$ cat src/rtl/decoder_scan_sequencer_pkg.sv
// rtl/decoder_scan_sequencer_pkg.sv - mode and FSM state types for the decoder scan sequencer
package dec_seq_pkg;

    typedef enum logic [1:0] {
        MODE_OFF       = 2'b00,
        MODE_DIRECT    = 2'b01,
        MODE_SCAN_ONCE = 2'b10,
        MODE_SCAN_LOOP = 2'b11
    } mode_e;

    typedef enum logic {
        ST_IDLE = 1'b0,
        ST_SCAN = 1'b1
    } state_e;

endpackage

$ cat src/rtl/decoder_scan_sequencer_if.sv
// rtl/decoder_scan_sequencer_if.sv - control/select bundle of the scan sequencer (mask port with DEC_SEQ_MASK_EN)
interface decoder_scan_sequencer_if #(
    parameter int N       = 4,
    parameter int DWELL_W = 8
);
    logic                en;
    logic [1:0]          mode;
    logic [N-1:0]        code;
    logic [N-1:0]        last;
    logic [DWELL_W-1:0]  dwell;
    logic                start;
`ifdef DEC_SEQ_MASK_EN
    logic [(1<<N)-1:0]   mask;
`endif
    logic [(1<<N)-1:0]   o;
    logic [N-1:0]        cur;
    logic                busy;
    logic                done;

    modport master (
`ifdef DEC_SEQ_MASK_EN
        output mask,
`endif
        output en, mode, code, last, dwell, start,
        input  o, cur, busy, done
    );

    modport slave (
`ifdef DEC_SEQ_MASK_EN
        input  mask,
`endif
        input  en, mode, code, last, dwell, start,
        output o, cur, busy, done
    );
endinterface

$ cat src/rtl/decoder_scan_sequencer_dec.sv
// rtl/decoder_scan_sequencer_dec.sv - N-to-2^N one-hot decoder with enable
module Decoder_with_enabler_N #(
    parameter int N = 4
) (
    input  logic              en,
    input  logic [N-1:0]      code,
    output logic [(1<<N)-1:0] o
);
    // one-hot select of code, all-zero when disabled
    always_comb begin
        o = '0;
        if (en) o[code] = 1'b1;
    end
endmodule

$ cat src/rtl/decoder_scan_sequencer.sv
// rtl/decoder_scan_sequencer.sv - registered one-hot decoder with scan engine (optional channel mask: DEC_SEQ_MASK_EN)
module decoder_scan_sequencer
    import dec_seq_pkg::*;
#(
    parameter int N       = 4,
    parameter int DWELL_W = 8
) (
    input logic                     clk,
    input logic                     rst_n,
    decoder_scan_sequencer_if.slave bus
);
    localparam int OUTS = 1 << N;

    mode_e              mode;
    state_e             state_q, state_d;
    logic [N-1:0]       cur_q, cur_d;
    logic [N-1:0]       start_q, start_d;
    logic [N-1:0]       last_q, last_d;
    logic [DWELL_W-1:0] cnt_q, cnt_d;
    logic [DWELL_W-1:0] dwell_q, dwell_d;
    logic               loop_q, loop_d;
    logic               void_q, void_d;
    logic               done_q, done_d;
    logic [OUTS-1:0]    o_q, o_d;

    logic               loop_eff;
    logic [N-1:0]       from_a;
    logic [N-1:0]       first_idx, wrap_idx;
    logic               first_ok, wrap_ok;
    logic [N-1:0]       dec_idx;
    logic               dec_en;

    assign mode     = mode_e'(bus.mode);
    // Scan flavour follows the live mode while it is a scan mode; DIRECT during a scan keeps the last one.
    assign loop_eff = bus.mode[1] ? bus.mode[0] : loop_q;
    // Candidate channel: start code when launching, otherwise the channel after the current one.
    assign from_a   = (state_q == ST_IDLE) ? bus.code : cur_q + 1'b1;

`ifdef DEC_SEQ_MASK_EN
    logic [N-1:0] to_a;
    logic [N:0]   hit_a, hit_b;

    assign to_a = (state_q == ST_IDLE) ? bus.last : last_q;

    // Walks circularly from 'from' and stops at 'to'; returns {found, index}.
    function automatic logic [N:0] find_unmasked(input logic [N-1:0] from,
                                                 input logic [N-1:0] to,
                                                 input logic [OUTS-1:0] m);
        logic [N-1:0] idx;
        logic         hit;
        logic         stop;
        idx  = from;
        hit  = 1'b0;
        stop = 1'b0;
        for (int i = 0; i < OUTS; i++) begin
            if (!hit && !stop) begin
                if (!m[idx])       hit  = 1'b1;
                else if (idx == to) stop = 1'b1;
                else               idx  = idx + 1'b1;
            end
        end
        return {hit, idx};
    endfunction

    // next unmasked channel toward the range end, and the loop restart channel
    always_comb begin
        hit_a = find_unmasked(from_a, to_a, bus.mask);
        hit_b = find_unmasked(start_q, last_q, bus.mask);
    end

    assign first_ok  = hit_a[N];
    assign first_idx = hit_a[N-1:0];
    assign wrap_ok   = hit_b[N];
    assign wrap_idx  = hit_b[N-1:0];
`else
    assign first_ok  = 1'b1;
    assign first_idx = from_a;
    assign wrap_ok   = 1'b1;
    assign wrap_idx  = start_q;
`endif

    // state register: FSM, scan context and the registered outputs
    always_ff @(posedge clk or negedge rst_n) begin
        if (!rst_n) begin
            state_q <= ST_IDLE;
            cur_q   <= '0;
            start_q <= '0;
            last_q  <= '0;
            cnt_q   <= '0;
            dwell_q <= '0;
            loop_q  <= 1'b0;
            void_q  <= 1'b0;
            done_q  <= 1'b0;
            o_q     <= '0;
        end else begin
            state_q <= state_d;
            cur_q   <= cur_d;
            start_q <= start_d;
            last_q  <= last_d;
            cnt_q   <= cnt_d;
            dwell_q <= dwell_d;
            loop_q  <= loop_d;
            void_q  <= void_d;
            done_q  <= done_d;
            o_q     <= o_d;
        end
    end

    // next-state: launch, dwell counting, channel advance and end-of-range handling
    always_comb begin
        state_d = state_q;
        cur_d   = cur_q;
        start_d = start_q;
        last_d  = last_q;
        cnt_d   = cnt_q;
        dwell_d = dwell_q;
        loop_d  = loop_q;
        void_d  = void_q;
        case (state_q)
            ST_IDLE: begin
                if (bus.start && bus.mode[1]) begin
                    start_d = bus.code;
                    last_d  = bus.last;
                    dwell_d = bus.dwell;
                    loop_d  = bus.mode[0];
                    cnt_d   = '0;
                    cur_d   = first_idx;
                    void_d  = ~first_ok;
                    state_d = ST_SCAN;
                end else if (mode == MODE_DIRECT) begin
                    cur_d = bus.code;
                end
            end
            ST_SCAN: begin
                if (bus.mode[1]) loop_d = bus.mode[0];
                if (mode == MODE_OFF) begin
                    state_d = ST_IDLE;
                end else if (bus.en) begin
                    if (!void_q && cnt_q != dwell_q) begin
                        cnt_d = cnt_q + 1'b1;
                    end else begin
                        cnt_d = '0;
                        if (!void_q && cur_q != last_q && first_ok) begin
                            cur_d = first_idx;
                        end else if (!loop_eff) begin
                            state_d = ST_IDLE;
                        end else begin
                            cur_d  = wrap_idx;
                            void_d = ~wrap_ok;
                        end
                    end
                end
            end
            default: state_d = ST_IDLE;
        endcase
    end

    // outputs: decoder drive for the next select, done on a non-aborted scan exit
    always_comb begin
        dec_idx = cur_d;
        dec_en  = 1'b0;
        done_d  = 1'b0;
        if (state_d == ST_SCAN)
            dec_en = bus.en & ~void_d;
        else if (state_q == ST_IDLE && mode == MODE_DIRECT)
            dec_en = bus.en;
`ifdef DEC_SEQ_MASK_EN
        if (bus.mask[dec_idx]) dec_en = 1'b0;
`endif
        if (state_q == ST_SCAN && state_d == ST_IDLE && mode != MODE_OFF)
            done_d = 1'b1;
    end

    Decoder_with_enabler_N #(.N(N)) u_dec (
        .en   (dec_en),
        .code (dec_idx),
        .o    (o_d)
    );

    assign bus.o    = o_q;
    assign bus.cur  = cur_q;
    assign bus.busy = (state_q == ST_SCAN);
    assign bus.done = done_q;
endmodule
$ cat src/flat_wrapper.sv
// flat-port wrapper written by rule: the top's interface ports become plain ports
module decoder_scan_sequencer_flat import dec_seq_pkg::*;
#(
    parameter int N       = 4,
    parameter int DWELL_W = 8
)
  (clk, rst_n, bus_en, bus_mode, bus_code, bus_last, bus_dwell, bus_start, bus_o, bus_cur, bus_busy, bus_done);
  decoder_scan_sequencer_if #(.N(N), .DWELL_W(DWELL_W)) bus_i ();
  input logic clk;
  input logic rst_n;
  input wire logic [$bits(bus_i.en)-1:0] bus_en;
  input wire logic [$bits(bus_i.mode)-1:0] bus_mode;
  input wire logic [$bits(bus_i.code)-1:0] bus_code;
  input wire logic [$bits(bus_i.last)-1:0] bus_last;
  input wire logic [$bits(bus_i.dwell)-1:0] bus_dwell;
  input wire logic [$bits(bus_i.start)-1:0] bus_start;
  output wire logic [$bits(bus_i.o)-1:0] bus_o;
  output wire logic [$bits(bus_i.cur)-1:0] bus_cur;
  output wire logic [$bits(bus_i.busy)-1:0] bus_busy;
  output wire logic [$bits(bus_i.done)-1:0] bus_done;
  assign bus_i.en = bus_en;
  assign bus_i.mode = bus_mode;
  assign bus_i.code = bus_code;
  assign bus_i.last = bus_last;
  assign bus_i.dwell = bus_dwell;
  assign bus_i.start = bus_start;
  assign bus_o = bus_i.o;
  assign bus_cur = bus_i.cur;
  assign bus_busy = bus_i.busy;
  assign bus_done = bus_i.done;
  decoder_scan_sequencer #(.N(N), .DWELL_W(DWELL_W)) u_core (.clk(clk), .rst_n(rst_n), .bus(bus_i));
endmodule
$ cat config.mk
export PLATFORM = sky130hd
export DESIGN_NAME = decoder_scan_sequencer_flat
export DESIGN_NICKNAME = d
export VERILOG_FILES = /design/src/rtl/decoder_scan_sequencer_pkg.sv /design/src/rtl/decoder_scan_sequencer_if.sv /design/src/rtl/decoder_scan_sequencer_dec.sv /design/src/rtl/decoder_scan_sequencer.sv /design/src/flat_wrapper.sv
export SDC_FILE = /design/constraint.sdc
export NUM_CORES = 1
export LEC_CHECK = 0
export CORE_ASPECT_RATIO = 0.7
export CORE_MARGIN = 2
export CORE_UTILIZATION = 56
export CTS_CLUSTER_DIAMETER = 200
export DETAILED_ROUTE_END_ITERATION = 16
export PLACE_DENSITY = 0.85
export REMOVE_ABC_BUFFERS = 1
export SLEW_MARGIN = 15
export SYNTH_ARGS = -nofsm -noshare
export SYNTH_HDL_FRONTEND = slang
export SYNTH_SLANG_ARGS = --single-unit
export TNS_END_PERCENT = 50
$ cat constraint.sdc
create_clock -name clk -period 3.9 [get_ports clk]
set_clock_uncertainty 0.2 [all_clocks]
set_input_delay 0.585 -clock clk [delete_from_list [all_inputs] [get_ports clk]]
set_output_delay 0.585 -clock clk [all_outputs]
set_load 0.05 [all_outputs]
======== After elaboration in Yosys (flattened, before gate mapping) ========
Index checks and enable logic that the tools add are counted.
cells by class
  add/sub/neg operators ................... 2
  divide/modulo/power cells ............... 0
  shift operators ......................... 0
  equality and inequality tests ........... 6
  $lt $le $gt $ge ......................... 2
  multiplexer cells ....................... 37
  multiply operators ...................... 0
  reduce and logical (&&, ||, !) cells .... 12
  bitwise gates (word level) .............. 4
operators with widths
  cell                                                                          number
  4-bit two-way mux                                                             8
  8-bit two-way mux                                                             4
  1-bit two-way mux                                                             18
  16-bit two-way mux                                                            1
  8-bit case mux with 2 select lines                                            1
  8-bit by 1-bit adder with 8-bit output, second input constant                 1
  8-bit inequality test                                                         1
  4-bit case mux with 2 select lines                                            1
  1-bit logical AND                                                             7
  2-bit inequality test, second input constant                                  3
  1-bit case mux with 2 select lines                                            3
  4-bit by 5-bit less-than comparator with 1-bit output, second input constant  1
  4-bit by 1-bit adder with 4-bit output, second input constant                 1
  1-bit demux with 4-bit select                                                 1
  4-bit by 1-bit >= comparator with 1-bit output, second input constant         1
  4-bit inequality test                                                         1
  1-bit NOT                                                                     3
  3-bit AND reduction                                                           1
  2-bit by 1-bit equality test with 1-bit output, second input constant         1
  2-bit logical NOT                                                             1
  2-bit AND reduction                                                           1
  2-bit nonzero test                                                            1
  1-bit AND                                                                     1
  1-bit logical NOT                                                             1
storage, ports and cells
  bits of input ports ..................... 22
  RAM bits ................................ 0
  register bits ........................... 48
  latch bits .............................. 0
  logic and storage cells ................. 73
  memories kept ........................... 0
  output and inout port bits .............. 22
  ROM bits ................................ 0

======== Longest topological paths before layout ========
  word-level depth ........................ 12
  mapped depth ............................ 9
  gate-level depth less buffers ........... 7

======== Cells and area by module ========
From an unflattened synthesis, not the netlist that was laid out.
second synthesis, totals
  cells, all modules ...................... 201
  area total of the unflattened synthesis .. 2321.0 µm²
by module, submodules not included
  module                  cells each  area each (µm²)  instances
  decoder_scan_sequencer  178         2203.4           1
  Decoder_with_enabler_N  23          117.6            1

======== Worst setup path after synthesis ========
OpenSTA, ideal clock, no wires.
  path type ............................... input to register
  start point ............................. input bus_mode[1]
  end point ............................... register u_core.o_q[2], in the netlist u_core.bus.o[2]
  required time ........................... 3599 ps
  slack ................................... 1318 ps
  buffers on the path ..................... 2
  library setup time ...................... 101 ps
  arrival ................................. 2281 ps
  stages on the path ...................... 9
  path through ............................ buf_4 > mux2i_2 > mux2i_1 > nor2_2 > a2111oi_2 > a221o_1 > buf_6 > inv_6 > nor4_1
between the ends
  cells in the longest elaborated chain, start to end .. 12
  elaborated cells on any way between the ends .. 37
  classes of those cells .................. order compare: 2; eq/ne: 1; mux: 28; bitwise: 2; reduce/logical: 4
RTL lines
  element                                                                                                                                        RTL line                          source
  start, declared                                                                                                                                flat_wrapper.sv:12                input wire logic [$bits(bus_i.mode)-1:0] bus_mode;
  1-bit two-way mux                                                                                                                              n/a
  4-bit two-way mux                                                                                                                              decoder_scan_sequencer.sv:145     end else if (!loop_eff) begin
  4-bit two-way mux                                                                                                                              decoder_scan_sequencer.sv:143     if (!void_q && cur_q != last_q && first_ok) begin
  4-bit two-way mux                                                                                                                              decoder_scan_sequencer.sv:139     if (!void_q && cnt_q != dwell_q) begin
  4-bit two-way mux                                                                                                                              decoder_scan_sequencer.sv:138     end else if (bus.en) begin
  4-bit two-way mux                                                                                                                              decoder_scan_sequencer.sv:136     if (mode == MODE_OFF) begin
  4-bit case mux with 2 select lines *                                                                                                           decoder_scan_sequencer.sv:119     case (state_q)
  net u_core.cur_d[3]                                                                                                                            decoder_scan_sequencer.sv:16      logic [N-1:0] cur_q, cur_d;
  4-bit by 5-bit less-than comparator with 1-bit output (implied by the code) or 4-bit by 1-bit >= comparator with 1-bit output (tied branches)  decoder_scan_sequencer_dec.sv:12  if (en) o[code] = 1'b1;
  1-bit logical AND (implied by the code)                                                                                                        decoder_scan_sequencer_dec.sv:12
  1-bit two-way mux (implied by the code)                                                                                                        decoder_scan_sequencer_dec.sv:12
  1-bit demux with 4-bit select *                                                                                                                decoder_scan_sequencer_dec.sv:12
  16-bit two-way mux *                                                                                                                           decoder_scan_sequencer_dec.sv:12
  net u_core.o_d[2]                                                                                                                              decoder_scan_sequencer.sv:24      logic [OUTS-1:0] o_q, o_d;
  end signal, assigned                                                                                                                           decoder_scan_sequencer.sv:94      o_q <= '0;
  end signal, assigned                                                                                                                           decoder_scan_sequencer.sv:105     o_q <= o_d;
  end, declared                                                                                                                                  decoder_scan_sequencer.sv:24
The timed path passes the listed nets; every way through them passes the cells marked *.
A chain may end at the register's enable or synchronous reset.

======== Worst setup path in the final report ========
  start point ............................. input bus_mode[1]
  end point ............................... register u_core.o_q[6], in the netlist u_core.bus.o[6]
Same word-level chain as after synthesis.

==> results.toml <==
[timing]
hold_violations = 0
setup_viol = 0
maxSlewViolCount = 0
worst_pin_slew_ps = 1025
holdWs_ps = 262.8
max_slew_margin = 0.3164
grt_setup_unrepaired = "no"
period_share = 0.8487
finalWorstPathRequiredPeriod_ps = 3310
setup_slack_ps = 589.9
fin_setup_tns_ps = 0
max_freq_mhz = 302.1

[global_route]
grt.overflow.total = 0
grt_pass1_vias = 1667
gr-usage-all-layers = 0.2261
grt_pass1_wl_mm = 8.473
grt_max_degree = 49
grt_antenna_before_repair = 0

[yosys]
synthesis.area_um2 = 2447
synth-seq-area-share = 0.4908
synthFlopType = "dfrtp_1"
synth_warnings = 0
netlist.area_leader.share = 0.4908
ys_ff_latch = 48
synth_area_leaders = "dfrtp_1 49%, mux2_2 7.8%, xnor2_1 4.7%"
ys_types = 50
synth_top_cell_by_area = "dfrtp_1"
netlist_instances = 206
async_flop_share = 1.000
avgSynthCellArea_um2 = 11.88
synth_edf_count = 0

[status]
status = "completed"

[cells_and_area]
syn_to_final_growth_pct = 20.91
layoutNonFillerInstCount = 299
antenna_cells = 0
n_fill_cell = 321
regArea_um2 = 1201
layout-drive-gt1-share = 0.1844
fin_nets = 270
multi_input_area_um2 = 1150
final_util = 0.6915

[run]
maxCapViolations = 0

[detailed_routing]
drtIter0Drc = 143
antenna_left = 0
viasPerCell = 5.886
drc_errors = 0
post_drt_wl_per_cell_um = 16.68
vias = 1760
drt-pass1-iter-count = 4
routed_wl_mm = 4.988

[pwr]
p_clk_frac = 0.177
comb_power_share = 0.368
p_switching_mw = 0.5723
swShare = 0.3819
power.density_nw_per_um2 = 506.5
power_frac_seq = 0.455
p_int_mw = 0.9265
power_leakage_nw = 1.218
ir_drop_uv = 362.1

[placement]
placedCellCount = 294
portBuffers = 43
globalplace.congestion = 0.8220
preCtsSetupSlack_ps = 275.7
post-dp-hpwl_mm = 3.717

[floorplanning]
die_h_um = 59.31
dieArea_um2 = 4924
initial_core_util = 0.5719
ios = 44
chipWidth_um = 83.02
coreArea_um2 = 4279
row_count = 20

[clock_tree]
cts_hold_buffers = 0
clock_path_buffers = 2
cts.htree.levels = 2
clkLatencyLatePin_ps = 300
cts_resized = 0
clkSinkCount = 48
cts_buffers = 5
cts_tree = "yes"
cts-root-buf = "clkbuf_8"
post_cts_buffers = 0
clk_pin_slew_ps = 80

[setup_path]
worst-path-max-fanout = 10
crit_type = "input pin to flip-flop"
endpoint_kind = "flip-flop"
worstPathRequired_ps = 3890
start_kind = "input pin"
critPathArrivalTime_ps = 3300

[worst_hold_path]
hold_path_class = "input pin to async pin"
synthesized netlist by cell type (all sizes together), types with 3 or more instances:
cell and count:
a211oi 3, mux2i 9, clkbuf 4, xnor2 14, buf 8, nor4 18, a21o 4, and3 3
nand4 3, nor3b 3, inv 6, o211ai 4, nor2 5, nand3 5, nor2b 3, mux2 17
dfrtp 48, nand2 9, o21ai 13
power by group through the flow:
stage | combinational [mW] | sequential [mW] | clock [mW]
finish | 0.551 | 0.683 | 0.265
global route | 0.603 | 0.694 | 0.292
CTS | 0.552 | 0.681 | 0.270
detailed placement | 0.550 | 0.690 | 0
global placement | 0.538 | 0.684 | 0
floorplan | 0.331 | 0.739 | 0
per-layer routing:
layer  vias up  share of wire  GRT usage
li1        842              -          -
met1       858           0.52     0.3492
met2        55           0.41     0.3134
met3         5          0.058    0.05571
met4         0         0.0096    0.07260
met5         -              0          0
layout make-up:
class,count,area share
multi-input cells,140,0.3886
repair buffers,45,0.1488
inverters,6,0.01015
clock buffers,5,0.02326
flip-flops and latches,48,0.4059
well taps,55,0.02326
kinds of logic (layout without fill, tap and decap cells):
group                      Yosys count  count (layout)  share of synthesized area
and+or+nand+nor                     58              58                     0.1534
DFF                                 48              48                     0.4908
AOI/OAI and AO/OA                   38              38                     0.1278
muxes                               26              26                     0.1181
buffers and inverters               18              56                    0.03936
xor gates and xnor gates            16              16                    0.06033
adders and majority gates            2               2                    0.01022
placed cells by master, fill, tap and decap left out, types with 3 or more instances in the layout:
master           instances
a211oi_1                 3
a21o_1                   4
and3_1                   3
clkbuf_8                 5
clkdlybuf4s50_1         42
dfrtp_1                 48
inv_1                    3
mux2_2                  17
mux2i_1                  7
nand2_1                  9
nand3_1                  5
nand4_1                  3
nor2_1                   4
nor2b_1                  3
nor3b_1                  3
nor4_1                  12
nor4_2                   6
o21ai_0                 13
xnor2_1                 13
final timing paths:
kind | start | to | slack (ps) | cells after the start
setup reg to reg | u_core.bus.cur[1]$_DFF_PN0_ | u_core.bus.o[13]$_DFF_PN0_ | 1110 | 6
max in group asynchronous | rst_n | u_core.start_q[1]$_DFFE_PN0P_ | 2600 | 1
min in group clk | u_core.dwell_q[1]$_DFFE_PN0P_ | u_core.dwell_q[1]$_DFFE_PN0P_ | 340 | 1
hold / removal | rst_n | u_core.loop_q$_DFFE_PN0P_ | 260 | 1
hold reg to reg | u_core.dwell_q[1]$_DFFE_PN0P_ | u_core.dwell_q[1]$_DFFE_PN0P_ | 340 | 1
setup / recovery | bus_mode[1] | u_core.bus.o[6]$_DFF_PN0_ | 590 | 8
critical path, stage by stage:
cell and delay (ps):
clkdlybuf4s50_1 700, mux2i_2 480, mux2i_1 270, nor2_2 60, a2111oi_2 330, a221o_1 490
inv_6 100, nor4_1 280
sequential cells by signal, summed over array words and instances (netlist names):
name and flops:
u_core.bus.o 16, u_core.bus.done 1, u_core.last_q 4, u_core.void_q 1
u_core.dwell_q 8, u_core.cnt_q 8, u_core.bus.busy 1, u_core.start_q 4
u_core.loop_q 1, u_core.bus.cur 4
metrics by stage:
stage,total power [mW],instance area [um^2]
2_1_floorplan,1.070,2381
3_3_place_gp,1.223,2890
3_5_place_dp,1.240,2890
4_1_cts,1.503,2959
5_1_grt,1.588,2959
6_report,1.499,2959
(Power assumes the default switching activity.)
